File: src/rtl/div_ctrl_pkg.sv
// Shared constants and helpers for the iterative HI/LO divide controller.
package div_ctrl_pkg;

  // Legacy-compatible 2-bit state encodings
  localparam logic [1:0] DIV_IDLE = 2'b00;
  localparam logic [1:0] DIV_BUSY = 2'b01;
  localparam logic [1:0] DIV_DONE = 2'b10;

  // Width of the {hi_we, lo_we, hi, lo} bundle carried on the EX forwarding bus
  localparam int unsigned DIV_TO_EX_WD = 66;

  typedef struct packed {
    logic        hi_we;
    logic        lo_we;
    logic [31:0] hi;
    logic [31:0] lo;
  } div_to_ex_t;

  // Two's-complement negate when neg is set
  function automatic logic [31:0] neg_if(input logic [31:0] v, input logic neg);
    return neg ? (~v + 32'd1) : v;
  endfunction

endpackage

File: src/rtl/div_step.sv
// One radix-2 restoring division iteration, purely combinational.
module div_step (
  input  logic [31:0] rem,
  input  logic [31:0] dvd,
  input  logic [31:0] dsr,
  output logic [31:0] rem_next,
  output logic [31:0] dvd_next,
  output logic        q_bit
);

  logic [32:0] shifted;
  logic [32:0] diff;

  // Shift {rem, dvd} left one, trial-subtract the divisor, restore on borrow.
  // rem < dsr holds on entry, so a 33-bit difference has an unambiguous sign bit.
  always_comb begin
    shifted  = {rem, dvd[31]};
    diff     = shifted - {1'b0, dsr};
    q_bit    = ~diff[32];
    rem_next = q_bit ? diff[31:0] : shifted[31:0];
    // Dividend bits drain out the top while quotient bits fill in from the bottom
    dvd_next = {dvd[30:0], q_bit};
  end

endmodule

File: src/rtl/div_ctrl.sv
// Iterative 32-bit DIV/DIVU controller: stalls EX while a restoring divider runs,
// then presents remainder/quotient as a one-cycle HI/LO write.
module div_ctrl
  import div_ctrl_pkg::*;
#(
  parameter int unsigned ITER = 32
) (
  input  logic        clk,
  input  logic        resetn,
  input  logic        start,
  input  logic        signed_div,
  input  logic [31:0] opdata1,
  input  logic [31:0] opdata2,
  input  logic        cancel,
  output logic        stallreq,
  output logic        done,
  output logic        hi_we,
  output logic        lo_we,
  output logic [31:0] hi_o,
  output logic [31:0] lo_o
);

  localparam int unsigned CNT_W = $clog2(ITER);

  logic [1:0]       state_q, state_d;
  logic [CNT_W-1:0] cnt_q, cnt_d;
  logic [31:0]      rem_q, rem_d;
  logic [31:0]      dvd_q, dvd_d;  // dividend magnitude, becomes the quotient
  logic [31:0]      dsr_q, dsr_d;  // divisor magnitude
  logic             q_neg_q, q_neg_d;
  logic             r_neg_q, r_neg_d;

  logic [31:0] step_rem;
  logic [31:0] step_dvd;
  logic        step_q_bit;

  div_to_ex_t ex_bus;

  div_step u_div_step (
    .rem      (rem_q),
    .dvd      (dvd_q),
    .dsr      (dsr_q),
    .rem_next (step_rem),
    .dvd_next (step_dvd),
    .q_bit    (step_q_bit)
  );

  // Next-state: accept in IDLE, iterate in BUSY, single-cycle DONE; cancel wins everywhere
  always_comb begin
    state_d = state_q;
    cnt_d   = cnt_q;
    rem_d   = rem_q;
    dvd_d   = dvd_q;
    dsr_d   = dsr_q;
    q_neg_d = q_neg_q;
    r_neg_d = r_neg_q;

    if (cancel) begin
      state_d = DIV_IDLE;
      cnt_d   = '0;
    end else begin
      case (state_q)
        DIV_IDLE: begin
          if (start) begin
            cnt_d = '0;
            if (opdata2 == 32'd0) begin
              // Divide by zero: all-ones quotient, raw dividend as remainder, no fix-up
              state_d = DIV_DONE;
              rem_d   = opdata1;
              dvd_d   = 32'hFFFF_FFFF;
              dsr_d   = opdata2;
              q_neg_d = 1'b0;
              r_neg_d = 1'b0;
            end else begin
              state_d = DIV_BUSY;
              rem_d   = 32'd0;
              dvd_d   = neg_if(opdata1, signed_div & opdata1[31]);
              dsr_d   = neg_if(opdata2, signed_div & opdata2[31]);
              q_neg_d = signed_div & (opdata1[31] ^ opdata2[31]);
              r_neg_d = signed_div & opdata1[31];
            end
          end
        end
        DIV_BUSY: begin
          rem_d = step_rem;
          dvd_d = step_dvd;
          cnt_d = cnt_q + CNT_W'(1);
          if (cnt_q == CNT_W'(ITER - 1)) begin
            state_d = DIV_DONE;
          end
        end
        DIV_DONE: begin
          state_d = DIV_IDLE;
        end
        default: begin
          state_d = DIV_IDLE;
        end
      endcase
    end
  end

  // State and datapath registers
  always_ff @(posedge clk or negedge resetn) begin
    if (!resetn) begin
      state_q <= DIV_IDLE;
      cnt_q   <= '0;
      rem_q   <= 32'd0;
      dvd_q   <= 32'd0;
      dsr_q   <= 32'd0;
      q_neg_q <= 1'b0;
      r_neg_q <= 1'b0;
    end else begin
      state_q <= state_d;
      cnt_q   <= cnt_d;
      rem_q   <= rem_d;
      dvd_q   <= dvd_d;
      dsr_q   <= dsr_d;
      q_neg_q <= q_neg_d;
      r_neg_q <= r_neg_d;
    end
  end

  // Stall is combinational from start so EX holds in the accept cycle; low in DONE
  always_comb begin
    stallreq = ((state_q == DIV_IDLE) & start & ~cancel) | (state_q == DIV_BUSY);
  end

  // HI/LO write bundle with sign fix-up; zero whenever no result is presented
  always_comb begin
    ex_bus = '0;
    if ((state_q == DIV_DONE) && !cancel) begin
      ex_bus.hi_we = 1'b1;
      ex_bus.lo_we = 1'b1;
      ex_bus.hi    = neg_if(rem_q, r_neg_q);
      ex_bus.lo    = neg_if(dvd_q, q_neg_q);
    end
  end

  assign done  = ex_bus.lo_we;
  assign hi_we = ex_bus.hi_we;
  assign lo_we = ex_bus.lo_we;
  assign hi_o  = ex_bus.hi;
  assign lo_o  = ex_bus.lo;

endmodule

File: config.mk
export PLATFORM = sky130hd
export DESIGN_NAME = div_ctrl
export DESIGN_NICKNAME = d
export VERILOG_FILES = /design/src/rtl/div_ctrl_pkg.sv /design/src/rtl/div_step.sv /design/src/rtl/div_ctrl.sv
export SDC_FILE = /design/constraint.sdc
export NUM_CORES = 1
export LEC_CHECK = 0
export ABC_AREA = 1
export BUFFER_PORTS_ARGS = -buffer_cell sky130_fd_sc_hd__buf_4
export CAP_MARGIN = 30
export CORE_ASPECT_RATIO = 1.4
export CORE_UTILIZATION = 50
export CTS_BUF_LIST = sky130_fd_sc_hd__clkbuf_16
export CTS_CLUSTER_DIAMETER = 30
export DETAILED_ROUTE_END_ITERATION = 10
export GPL_TIMING_DRIVEN = 0
export PLACE_DENSITY = 0.7
export SLEW_MARGIN = 20
export SYNTH_ARGS = -nofsm -noshare
export SYNTH_HDL_FRONTEND = slang
export SYNTH_HIERARCHICAL = 1
export SYNTH_SLANG_ARGS = --single-unit
File: constraint.sdc
create_clock -name clk -period 3.2 [get_ports clk]
set_input_delay 0.32 -clock clk [delete_from_list [all_inputs] [get_ports clk]]
set_output_delay 0.32 -clock clk [all_outputs]
set_load 0.005 [all_outputs]
==> results.txt <==
Drt total wl = 48.6 mm
Final instance area = 13900 µm²
Largest net degree at the start of global routing = 106
H-tree depth = 3
Clock share of power = 10.2%
Post-DRT Antenna Nets = 0
Synth top area cells = nand2_1 (23%), dfrtp_1 (22%), inv_1 (9.2%), nor2_1 (8.6%), nand3_1 (6.0%)
Tmin final = 3.03 ns
Worst Setup End Kind = register
Cell area after synthesis = 12100 µm²
GPL Wtd Cong = 1.00
Layout cells sized above 1 = 10.8%
Initial DRC count = 841
Yosys warns = 6
Site Rows = 67
Post-synth top area cell = nand2_1
Power Dens Cells = 872 nW/µm²
TNS Setup = 0 ns
Status = finished clean
Met2 usage = 74.1%
GRT overflow = 0
Vias per Instance = 5.44
Ys flop type = dfrtp_1
Sw Ratio = 57.2%
Fin. max-slew vios = 0
Num CTS Buffers = 9
Die height = 186 µm
Syn nets = 2261
WS Path Type = reg2reg
Post-DR wirelength/cell = 18.6 µm
CTS clk-pin slew, worst paths = 0.07 ns
Area delta synth->final = 14.6%
Busiest grt layer = met2
Global-route wire length before repair = 74.1 mm
DP Cell Count = 2599
Worst vdd ir = 0.000502 V
Setup-failing EPs final = 0
GRT Resource Usage Total = 39.7%
DP Wirelength = 40.6 mm
RSZ-0062 raised after global routing = no
Int Power = 5.20 mW
Number of flops mapped to enable cells by yosys = 0
Diode count = 0
Hold crit path type = in2reg
Logic pwr share = 70.9%
Port Buf Inserts = 136
Initial antenna violation count = 0
Met1 Resource Use GR = 36.5%
Hold_ws = 0.238 ns
Tcrit/Tclk final = 94.6%
Hold Vio Cnt, Final = 0
Die area = 24900 µm²
Root buf cell = clkbuf_16
Synthesized instance count = 2153
Slew HR = 32.9%
Max Fclk = 330 MHz
CP Data Required Time = 3.46 ns
Clk_skew = 0.0104 ns
Yosys reg bits = 105
DRC viols = 0
Initial DRT Pass Iterations = 8
CP startpoint kind = register
Crit path DAT = 3.29 ns
Vias = 14200
Sequential element share of the synthesized area = 21.6%
Maxcap violations = 0
Placeable Area = 23900 µm²
Maximum clock path buffer count = 2
Initial Utilization = 50.8%
Clk_lat worst skew = 0.38 ns
Setup Fix Bufs, Post-CTS = 0
GR Util met3 = 4.02%
Sequential power share = 19.0%
Most common cell after layout, fill and taps aside = nand2_1
Final nets = 2411
Synth cell types = 52
Maximum net fanout on the critical path = 10
Area post-placement = 13600 µm²
Most frequent cells in the layout = nand2_1 (752), inv_1 (297), nor2_1 (278)
Vias in the first global route = 14100
Syn Area/Cell = 5.64 µm²
CTS Sinks = 105
Worst-Margin Slew = 0.999 ns
Leak pwr = 7.69 nW
Share of the synthesized area in the top cell type = 23.2%
DIE WIDTH = 134 µm
CTS tree = built
Finished Layout Cells = 2616
I/O pins = 137
Sw power = 6.94 mW
Async SR Flop Fraction = 100%
final timing paths:
| check | start | end | slack (ns) | cells past startpoint |
|---|---|---|---|---|
| setup / recovery | dvd_q[31]$_DFFE_PN0P_ | dvd_q[0]$_DFFE_PN0P_ | 0.17 | 19 |
| hold / removal | opdata2[24] | dsr_q[24]$_DFFE_PN0P_ | 0.24 | 4 |
| setup reg to reg | dvd_q[31]$_DFFE_PN0P_ | dvd_q[0]$_DFFE_PN0P_ | 0.17 | 19 |
| hold reg to reg | dsr_q[22]$_DFFE_PN0P_ | dsr_q[22]$_DFFE_PN0P_ | 0.48 | 2 |
| max in group asynchronous | resetn | dsr_q[2]$_DFFE_PN0P_ | 2.13 | 3 |
| min in group asynchronous | resetn | dvd_q[28]$_DFFE_PN0P_ | 0.39 | 2 |
final cells by class:
| class | count | area (µm²) |
|---|---|---|
| Clock buffer | 9 | 225 |
| Inverter | 305 | 1140 |
| Fill cell | 2471 | 9970 |
| Clock inverter | 5 | 72.6 |
| Buffer | 95 | 547 |
| Timing Repair Buffer | 139 | 1070 |
| Tap cell | 310 | 388 |
| Sequential cell | 105 | 2630 |
| Multi-Input combinational cell | 1648 | 7840 |
layer usage:
layer / wire length (µm) / share of wire (%)
met5: 0 / 0
met4: 5120 / 11
met3: 1920 / 3.9
met1: 16200 / 33
met2: 25300 / 52
per-stage QoR:
stage | utilization [%] | worst slack (ns) | total power [mW]
after global placement | 56.7 | 0.163 | 10.5
after floorplan | - | 0.816 | 8.22
after detailed placement | 56.7 | 0.134 | 10.6
after global routing | 58.3 | 0.0317 | 13.2
after CTS | 58.0 | 0.0893 | 11.9
final | 58.3 | 0.172 | 12.1
kinds of logic after synthesis:
kind of cell / synth area share (%)
flops: 21.6
compound gates: 11.1
xor+xnor: 3.82
fa+ha+maj: 4.08
simple gates: 45.5
buf+inv: 13.9
Yosys cell counts (4+ instances only):
cell type,n
nand2_1,752
inv_1,297
nor2_1,279
nand3_1,146
dfrtp_1,105
o21ai_0,92
a21oi_1,76
nand4_1,59
clkbuf_1,41
buf_4,40
xor2_1,40
ha_1,38
nor3_1,37
o211ai_1,27
xnor2_1,13
nand2_2,10
o21ai_1,10
buf_2,8
nor2_2,8
o21bai_1,8
inv_2,7
o22ai_1,7
nand3b_1,5
and2_1,4
buf_6,4
timing repair:
item / CTS / global route
setup endpoints to repair: 0 / 5
hold endpoints to repair: 0 / 32
hold buffers: 0 / 1
resized for setup: 0 / 5
power groups by stage:
stage	Sequential, mW	Clock [mW]	Combinational (mW)
3_5_place_dp	2.31	0	8.32
6_report	2.30	1.23	8.60
3_3_place_gp	2.29	0	8.21
4_1_cts	2.29	1.23	8.37
5_1_grt	2.38	1.28	9.55
2_1_floorplan	2.10	0	6.13
flip-flops by register name (all words and copies together) (netlist names):
register and cells:
state_q 2, cnt_q 5, dvd_q 32, dsr_q 32
rem_q 32, r_neg_q 1, q_neg_q 1
critical path, stage by stage (launching register included):
cell,delay [ns]
dfrtp_2,0.49
inv_1,0.07
ha_1,0.23
fa_1,0.41
inv_1,0.12
nand2_1,0.06
nand2_1,0.10
nand3_1,0.10
nand2_2,0.14
nand2_1,0.08
nand2_2,0.10
nand2_2,0.08
nand3_1,0.12
nand2_4,0.12
buf_6,0.17
buf_4,0.14
nand2_1,0.05
o21ai_0,0.07
nor2_1,0.20
nor2_1,0.07
Note: power is estimated with default switching activity, not from simulation.
